==> config.mk <==
export PLATFORM = sky130hd
export DESIGN_NAME = reset_sequencer
export DESIGN_NICKNAME = d
export VERILOG_FILES = /design/src/rtl/reset_sequencer.sv
export SDC_FILE = /design/constraint.sdc
export NUM_CORES = 1
export LEC_CHECK = 0
export CAP_MARGIN = 20
export CELL_PAD_IN_SITES_DETAIL_PLACEMENT = 0
export CELL_PAD_IN_SITES_GLOBAL_PLACEMENT = 1
export CORE_MARGIN = 10
export CORE_UTILIZATION = 35
export DETAILED_ROUTE_END_ITERATION = 10
export HOLD_SLACK_MARGIN = 0.03
export PLACE_DENSITY_LB_ADDON = 0.1
export SLEW_MARGIN = 5
export SYNTH_ARGS = -nofsm -noshare
export SYNTH_HDL_FRONTEND = slang
export SYNTH_SLANG_ARGS = --single-unit
==> constraint.sdc <==
create_clock -name clk50 -period 2.1 [get_ports clk50]
set_clock_uncertainty 0.1 [all_clocks]
set_input_delay 0.42 -clock clk50 [delete_from_list [all_inputs] [get_ports clk50]]
set_output_delay 0.42 -clock clk50 [all_outputs]
set_load 0.005 [all_outputs]
==> src/rtl/reset_sequencer.sv <==
// Startup / reset sequencer for the clk50 domain: holds NUM_STAGES resets asserted,
// then releases them in ascending order, each gated by its own lock and a gap counter.
module reset_sequencer #(
    parameter int NUM_STAGES      = 3,
    parameter int STARTUP_CYCLES  = 256,
    parameter int MIN_RST_CYCLES  = 16,
    parameter int STAGE_GAP       = 16,
    parameter int LOCK_LOSS_RESET = 1,
    parameter int CNT_W           = 16
) (
    input  logic                  clk50,
    input  logic                  rst_n,
    input  logic                  rst_from_master,
    input  logic [NUM_STAGES-1:0] lock,
    output logic [NUM_STAGES-1:0] reset_out,
    output logic                  ready,
    output logic [1:0]            state,
    output logic [7:0]            rst_events
);

    typedef enum logic [1:0] {
        ST_HOLD     = 2'd0,
        ST_WAIT_REQ = 2'd1,
        ST_RELEASE  = 2'd2,
        ST_RUN      = 2'd3
    } seq_state_e;

    localparam int STG_W = (NUM_STAGES > 1) ? $clog2(NUM_STAGES) : 1;

    localparam logic [CNT_W-1:0]      STARTUP_TGT  = CNT_W'(STARTUP_CYCLES);
    localparam logic [CNT_W-1:0]      MIN_RST_TGT  = CNT_W'(MIN_RST_CYCLES);
    localparam logic [CNT_W-1:0]      GAP_LAST     = CNT_W'(STAGE_GAP - 1);
    localparam logic [STG_W-1:0]      LAST_STAGE   = STG_W'(NUM_STAGES - 1);
    localparam logic [NUM_STAGES-1:0] ALL_ASSERTED = {NUM_STAGES{1'b1}};

    function automatic logic [7:0] sat_inc8(input logic [7:0] value);
        if (value == 8'hFF) begin
            return 8'hFF;
        end else begin
            return value + 8'd1;
        end
    endfunction

    (* ASYNC_REG = "TRUE" *) logic                  req_meta_r;
    (* ASYNC_REG = "TRUE" *) logic                  req_sync_r;
    (* ASYNC_REG = "TRUE" *) logic [NUM_STAGES-1:0] lock_meta_r;
    (* ASYNC_REG = "TRUE" *) logic [NUM_STAGES-1:0] lock_sync_r;

    seq_state_e            state_r, state_nx_s;
    logic [CNT_W-1:0]      cnt_r, cnt_nx_s;
    logic [CNT_W-1:0]      tgt_r, tgt_nx_s;
    logic [STG_W-1:0]      stage_r, stage_nx_s;
    logic [NUM_STAGES-1:0] reset_out_r, reset_nx_s;
    logic                  ready_r, ready_nx_s;
    logic [7:0]            events_r, events_nx_s;

    logic                  req_s;
    logic [NUM_STAGES-1:0] lock_s;
    logic [NUM_STAGES-1:0] stage_oh_s;
    logic                  cur_lock_s;
    logic                  lock_lost_s;

    // Two-flop synchronisers for the asynchronous request and lock inputs.
    always_ff @(posedge clk50 or negedge rst_n) begin
        if (!rst_n) begin
            req_meta_r  <= 1'b0;
            req_sync_r  <= 1'b0;
            lock_meta_r <= {NUM_STAGES{1'b0}};
            lock_sync_r <= {NUM_STAGES{1'b0}};
        end else begin
            req_meta_r  <= rst_from_master;
            req_sync_r  <= req_meta_r;
            lock_meta_r <= lock;
            lock_sync_r <= lock_meta_r;
        end
    end

    assign req_s      = req_sync_r;
    assign lock_s     = lock_sync_r;
    assign stage_oh_s = NUM_STAGES'(1'b1) << stage_r;
    assign cur_lock_s = |(lock_s & stage_oh_s);

    // A released stage is one whose reset is already low; only those can report a loss.
    assign lock_lost_s = (LOCK_LOSS_RESET != 0) ? (|(~reset_out_r & ~lock_s)) : 1'b0;

    // Next-state and next-output logic; every output is computed here and registered below.
    always_comb begin
        state_nx_s  = state_r;
        cnt_nx_s    = cnt_r;
        tgt_nx_s    = tgt_r;
        stage_nx_s  = stage_r;
        reset_nx_s  = reset_out_r;
        ready_nx_s  = ready_r;
        events_nx_s = events_r;

        case (state_r)
            ST_HOLD: begin
                if (req_s) begin
                    state_nx_s = ST_WAIT_REQ;
                    cnt_nx_s   = {CNT_W{1'b0}};
                end else if (cnt_r == (tgt_r - CNT_W'(1))) begin
                    state_nx_s = ST_RELEASE;
                    cnt_nx_s   = {CNT_W{1'b0}};
                    stage_nx_s = {STG_W{1'b0}};
                end else begin
                    cnt_nx_s   = cnt_r + CNT_W'(1);
                end
            end

            ST_WAIT_REQ: begin
                cnt_nx_s = {CNT_W{1'b0}};
                if (!req_s) begin
                    state_nx_s = ST_HOLD;
                    tgt_nx_s   = MIN_RST_TGT;
                end else begin
                    state_nx_s = ST_WAIT_REQ;
                end
            end

            ST_RELEASE: begin
                // A request outranks a simultaneous lock loss and is counted once.
                if (req_s) begin
                    state_nx_s  = ST_WAIT_REQ;
                    cnt_nx_s    = {CNT_W{1'b0}};
                    stage_nx_s  = {STG_W{1'b0}};
                    reset_nx_s  = ALL_ASSERTED;
                    ready_nx_s  = 1'b0;
                    events_nx_s = sat_inc8(events_r);
                end else if (lock_lost_s) begin
                    state_nx_s  = ST_HOLD;
                    tgt_nx_s    = MIN_RST_TGT;
                    cnt_nx_s    = {CNT_W{1'b0}};
                    stage_nx_s  = {STG_W{1'b0}};
                    reset_nx_s  = ALL_ASSERTED;
                    ready_nx_s  = 1'b0;
                    events_nx_s = sat_inc8(events_r);
                end else if (!cur_lock_s) begin
                    cnt_nx_s    = {CNT_W{1'b0}};
                end else if (cnt_r == GAP_LAST) begin
                    cnt_nx_s    = {CNT_W{1'b0}};
                    reset_nx_s  = reset_out_r & ~stage_oh_s;
                    if (stage_r == LAST_STAGE) begin
                        state_nx_s = ST_RUN;
                        ready_nx_s = 1'b1;
                    end else begin
                        stage_nx_s = stage_r + STG_W'(1);
                    end
                end else begin
                    cnt_nx_s    = cnt_r + CNT_W'(1);
                end
            end

            ST_RUN: begin
                if (req_s) begin
                    state_nx_s  = ST_WAIT_REQ;
                    cnt_nx_s    = {CNT_W{1'b0}};
                    stage_nx_s  = {STG_W{1'b0}};
                    reset_nx_s  = ALL_ASSERTED;
                    ready_nx_s  = 1'b0;
                    events_nx_s = sat_inc8(events_r);
                end else if (lock_lost_s) begin
                    state_nx_s  = ST_HOLD;
                    tgt_nx_s    = MIN_RST_TGT;
                    cnt_nx_s    = {CNT_W{1'b0}};
                    stage_nx_s  = {STG_W{1'b0}};
                    reset_nx_s  = ALL_ASSERTED;
                    ready_nx_s  = 1'b0;
                    events_nx_s = sat_inc8(events_r);
                end else begin
                    state_nx_s  = ST_RUN;
                end
            end

            default: begin
                state_nx_s = ST_HOLD;
                tgt_nx_s   = MIN_RST_TGT;
                cnt_nx_s   = {CNT_W{1'b0}};
                stage_nx_s = {STG_W{1'b0}};
                reset_nx_s = ALL_ASSERTED;
                ready_nx_s = 1'b0;
            end
        endcase
    end

    // State, counters and all outputs; a state change and its outputs land on the same edge.
    always_ff @(posedge clk50 or negedge rst_n) begin
        if (!rst_n) begin
            state_r     <= ST_HOLD;
            cnt_r       <= {CNT_W{1'b0}};
            tgt_r       <= STARTUP_TGT;
            stage_r     <= {STG_W{1'b0}};
            reset_out_r <= ALL_ASSERTED;
            ready_r     <= 1'b0;
            events_r    <= 8'd0;
        end else begin
            state_r     <= state_nx_s;
            cnt_r       <= cnt_nx_s;
            tgt_r       <= tgt_nx_s;
            stage_r     <= stage_nx_s;
            reset_out_r <= reset_nx_s;
            ready_r     <= ready_nx_s;
            events_r    <= events_nx_s;
        end
    end

    assign reset_out  = reset_out_r;
    assign ready      = ready_r;
    assign state      = state_r;
    assign rst_events = events_r;

endmodule

* Word-level counts from Yosys, hierarchy flattened
Cells that the tools add are included.
Storage, ports and cells: word-level logic and storage cells 106, bits in registers 56, bits in latches 0, memories 0, bits in read-only memories 0, bits in writable memories 0
Cells by class: divide/modulo/power cells 0, mux-type cells 52, order comparisons 0, shifts and indexed selects 1, bitwise logic cells 6, reductions and logical operators 14, multiply operators 0, $add $sub $neg 4, equality and inequality tests 18
Operator list (number):
- 2-to-1 mux 16 bit | 11
- case mux 16 bit (4 select lines) | 1
- 2-to-1 mux 2 bit | 18
- case mux 16 bit (2 select lines) | 1
- 2-to-1 mux 8 bit | 3
- 2-to-1 mux 3 bit | 6
- adder 16 x 1 -> 16 bit, second input constant | 1
- == test 16 bit | 1
- == test 16 x 4 -> 1 bit, second input constant | 1
- inequality test 4 bit, second input constant | 4
- subtractor 16 x 1 -> 16 bit, second input constant | 1
- AND reduction 4 bit | 3
- bitwise AND 3 bit | 3
- NOT 3 bit | 3
- adder 8 x 1 -> 8 bit, second input constant | 1
- == test 8 bit, second input constant | 1
- 2-to-1 mux 1 bit | 8
- inequality test 2 bit, second input constant | 4
- case mux 2 bit (4 select lines) | 1
- AND reduction 7 bit | 1
- == test 2 bit, second input constant | 3
- inequality test 3 bit, second input constant | 2
- case mux 2 bit (3 select lines) | 1
- case mux 3 bit (2 select lines) | 1
- 12 further kinds | 15

* Longest topological paths before layout
word-level depth 8, mapped depth 9, gate-level depth less buffers 8

* Least setup slack after synthesis
Ideal clock, no wire load.
kind register -> register, start point register tgt_r[8], end point register cnt_r[14], arrival 1.729 ns, path slack 0.138 ns, stages on the path, launching flop included 9, data required time 1.867 ns, buffers on the path 1, path through dfstp_2 -> inv_1 -> ha_1 -> xnor2_1 -> a211oi_2 -> a21boi_2 -> buf_6 -> o22ai_1 -> o21ai_0
On the way: word-level cells in the longest chain between the ends 5
Ends and longest elaborated chain:
- start, declared | line 51 | logic [CNT_W-1:0] tgt_r, tgt_nx_s;
- start signal, assigned | line 198 | tgt_r <= tgt_nx_s;
- subtractor 16 x 1 -> 16 bit | line 101 | end else if (cnt_r == (tgt_r - CNT_W'(1))) begin
- == test 16 bit | line 101
- 2-to-1 mux 16 bit | line 101
- 2-to-1 mux 16 bit | line 98 | if (req_s) begin
- case mux 16 bit (4 select lines) | line 96 | case (state_r)
- end signal, assigned | line 189 | cnt_r <= {CNT_W{1'b0}};
- end signal, assigned | line 197 | cnt_r <= cnt_nx_s;
- end, declared | line 50 | logic [CNT_W-1:0] cnt_r, cnt_nx_s;
No other way between the ends. A chain may end at the register's enable or synchronous reset.

* Final worst setup path
start point register tgt_r[8], end point register cnt_r[0]
Same word-level chain as after synthesis.

==> metrics <==
status finished, final reports clean; Max Transition Viols Final 0; Post-synth EDFFs 0; FFs w/ async S/R, synth 100%; Final #Nets 291; Routed Antenna Nets 0; row cnt 28; data arrival time of the worst path 2110 ps; final wirelength between 5000 and 6000 um; Worst-path clk slew 90 ps; largest area contributor in the netlist dfrtp_1; r2r worst-path depth 8; antenna violations before repair 0; WL met2 2390 um; vias in the first global route between 1500 and 2000; synth warn 0; CTS tree done; I/O pins 20; Remaining DRCs 0; Hold Crit Depth 0; CTS Root Cell clkbuf_8; Met1 Wirelength between 2000 and 2500 um; crit-path max FO 5; commonest non-fill, non-tap cell in the layout dfrtp_1; Die Span Y roughly 100 um; Post-Syn Instances 234; Worst-Margin Slew between 500 and 600 ps; Final Hold Fails 0; TritonRoute pass-1 iters 4; All-Layer GR Usage 10.5%; Final Setup Violations 0; Diodes inserted 0; share of the synthesized area in the top cell type a little over two fifths; Final HPWL DP about 3800 um; GP Congestion roughly 0.77; commonest cells after routing, fill and taps aside 38 x dfrtp_1, 28 x nand2_1, 26 x buf_4, 20 x nor2_1; clk sinks 42; # port buffers 19; FMAX 493 MHz; first-pass GRT wire length between 8000 and 9000 um; reg-to-reg slack, setup 70 ps; Syn Area/Cell ~9.3 sq um; total CTS buffers 5; drt via density between 5 and 6; die area slightly below 0.01 sq mm; clock buffer depth 2; largest family of logic cells by synthesized area simple AND/OR/NAND/NOR gates; met3 WL just over 300 um; Tightest Hold Check Type register to register; non-filler cells, final 355; depth of the CTS H-tree 2; Leak 1.25 nW; Tcrit/Tclk final a little over nine tenths; ys flop type dfrtp_1; Crit. End Element register; CP Data Required Time 2190 ps; Cell Area, Synth 0.00218 sq mm; Avg WL per Cell 14.3 um; Chip Width 98.9 um; post-synthesis xor/xnor area fraction under 10%; Post-Syn Nets 246; adder-cell share of the synthesized area 3.45%; max_cap viols 0; initial drt markers 52; FF-to-FF End cnt_r[0]; CP Class register to register; Relative slew margins 66.2%; Initial Utilization between 30% and 40%; startpoint types register; Layout Utilization 46.1%; sequential cell area fraction in the yosys report 48.5%; Pwr Density 538 mW/mm^2; Reg-to-Reg Start tgt_r[8]; routed via count ~1800; post-synthesis register bit count 42; Final min period between 2000 and 2500 ps; synthesis-to-layout area growth 26.9%; Cell variety after synth 43; compound-gate portion of the synthesized area a little under an eighth; largest net degree at the start of global routing 23; grt ovf 0; worst skew pair latency 300 ps; Peak supply drop approximately 0.00027 V; Hold Path End lock_sync_r[2]; simple-gate share of the synthesized area 29.8%; dpl cells between 300 and 400; DR top layer met4; RSZ-0062 raised after global routing true; mux cell area share after synthesis 1.38%; layout cells sized above 1 just over 20%; top post-synthesis cells by area dfrtp_1 44%, dfstp_2 4.8%, nand2_1 4.8%, nor3_1 4.4%, and3_1 3.7%; Hold Crit Start lock_meta_r[2]; Core ar. 0.00599 sq mm
## metrics by stage
| step | power, mW | hold WS, ps | TNS (ps) | setup slack, ps | area [sq um] |
|---|---|---|---|---|---|
| 2_1_floorplan | 0.907 | 24.4 | 0 | 138 | 2180 |
| 3_3_place_gp | 0.961 | 233 | 0 | 11.3 | 2600 |
| 3_5_place_dp | 0.959 | 235 | -128 | -38.1 | 2600 |
| 4_1_cts | 1.50 | 255 | 0 | 8.85 | 2700 |
| 5_1_grt | 1.55 | 265 | -219 | -30.2 | 2760 |
| 6_report | 1.49 | 253 | 0 | 73.4 | 2760 |
## worst max-delay path: stages, from the launching register on
cell and delay [ps]:
dfstp_2 530, inv_2 40, ha_4 230, xnor2_1 120
a211oi_2 320, a21boi_4 130, buf_4 170, nor3_1 190
a21oi_1 60
## cell families after synthesis
family / after synthesis
and+or+nand+nor: 122
DFF: 42
AOI/OAI and AO/OA: 41
buffers and inverters: 17
adders and majority gates: 6
xor gates and xnor gates: 3
muxes: 3
## worst max-delay path by stage
stage	start	to	depth (start not counted)
after floorplan	tgt_r[8]	cnt_r[14]	8
after global placement	tgt_r[8]	cnt_r[6]	8
after detailed placement	tgt_r[8]	cnt_r[8]	8
after CTS	tgt_r[8]	cnt_r[10]	9
after global routing	tgt_r[4]	cnt_r[3]	9
final	tgt_r[8]	cnt_r[0]	8
## report_power, final
| group | switching, mW | internal (mW) | leakage [nW] |
|---|---|---|---|
| clock | 0.292 | 0.235 | 0.0374 |
| combinational | 0.0542 | 0.0534 | 0.670 |
| sequential | 0.0201 | 0.831 | 0.544 |
| total | 0.366 | 1.12 | 1.25 |
## cell usage after synthesis, drive strengths merged (2+ instances only)
cell type and number:
inv 8, ha 6, and3 13, o22ai 8, xnor2 2, dfrtp 38
nand4 5, mux2i 3, a211oi 2, o21ai 12, dfstp 4, nor3b 2
nor2 21, a31oi 2, or2 2, nand2 28, nand3 16, nor4 5
nand2b 3, nor3 20, clkbuf 4, a21o 3, buf 5, and2 4
a21oi 9
## registers in the layout (all words and copies together), names as in the netlist
name and count:
lock_sync_r 3, req_sync_r 1, stage_r 2, req_meta_r 1, cnt_r 16, rst_events 8
tgt_r 2, lock_meta_r 3, reset_out 3, ready 1, state 2
## layout make-up
class,count,area [sq um]
flip-flops and latches,42,1060
fillers,588,3230
multi-input cells,175,1080
clock inverters,2,15.0
well taps,75,93.8
clock buffers,6,72.6
inverters,8,30.0
repair buffers,47,410
## what timing repair did
action	in CTS	in global routing
hold endpoints to repair	19	0
setup endpoints to repair	7	17
hold buffers	1	0
pin swaps	1	7
gates resized for setup	0	13
setup buffers	0	2
## metal layers
layer	track usage [%]	vias up
met5	0	-
met4	2.98	0
met3	3.98	5
met2	17.0	32
met1	12.5	878
li1	-	919
Power figures use the tool's default switching activity.
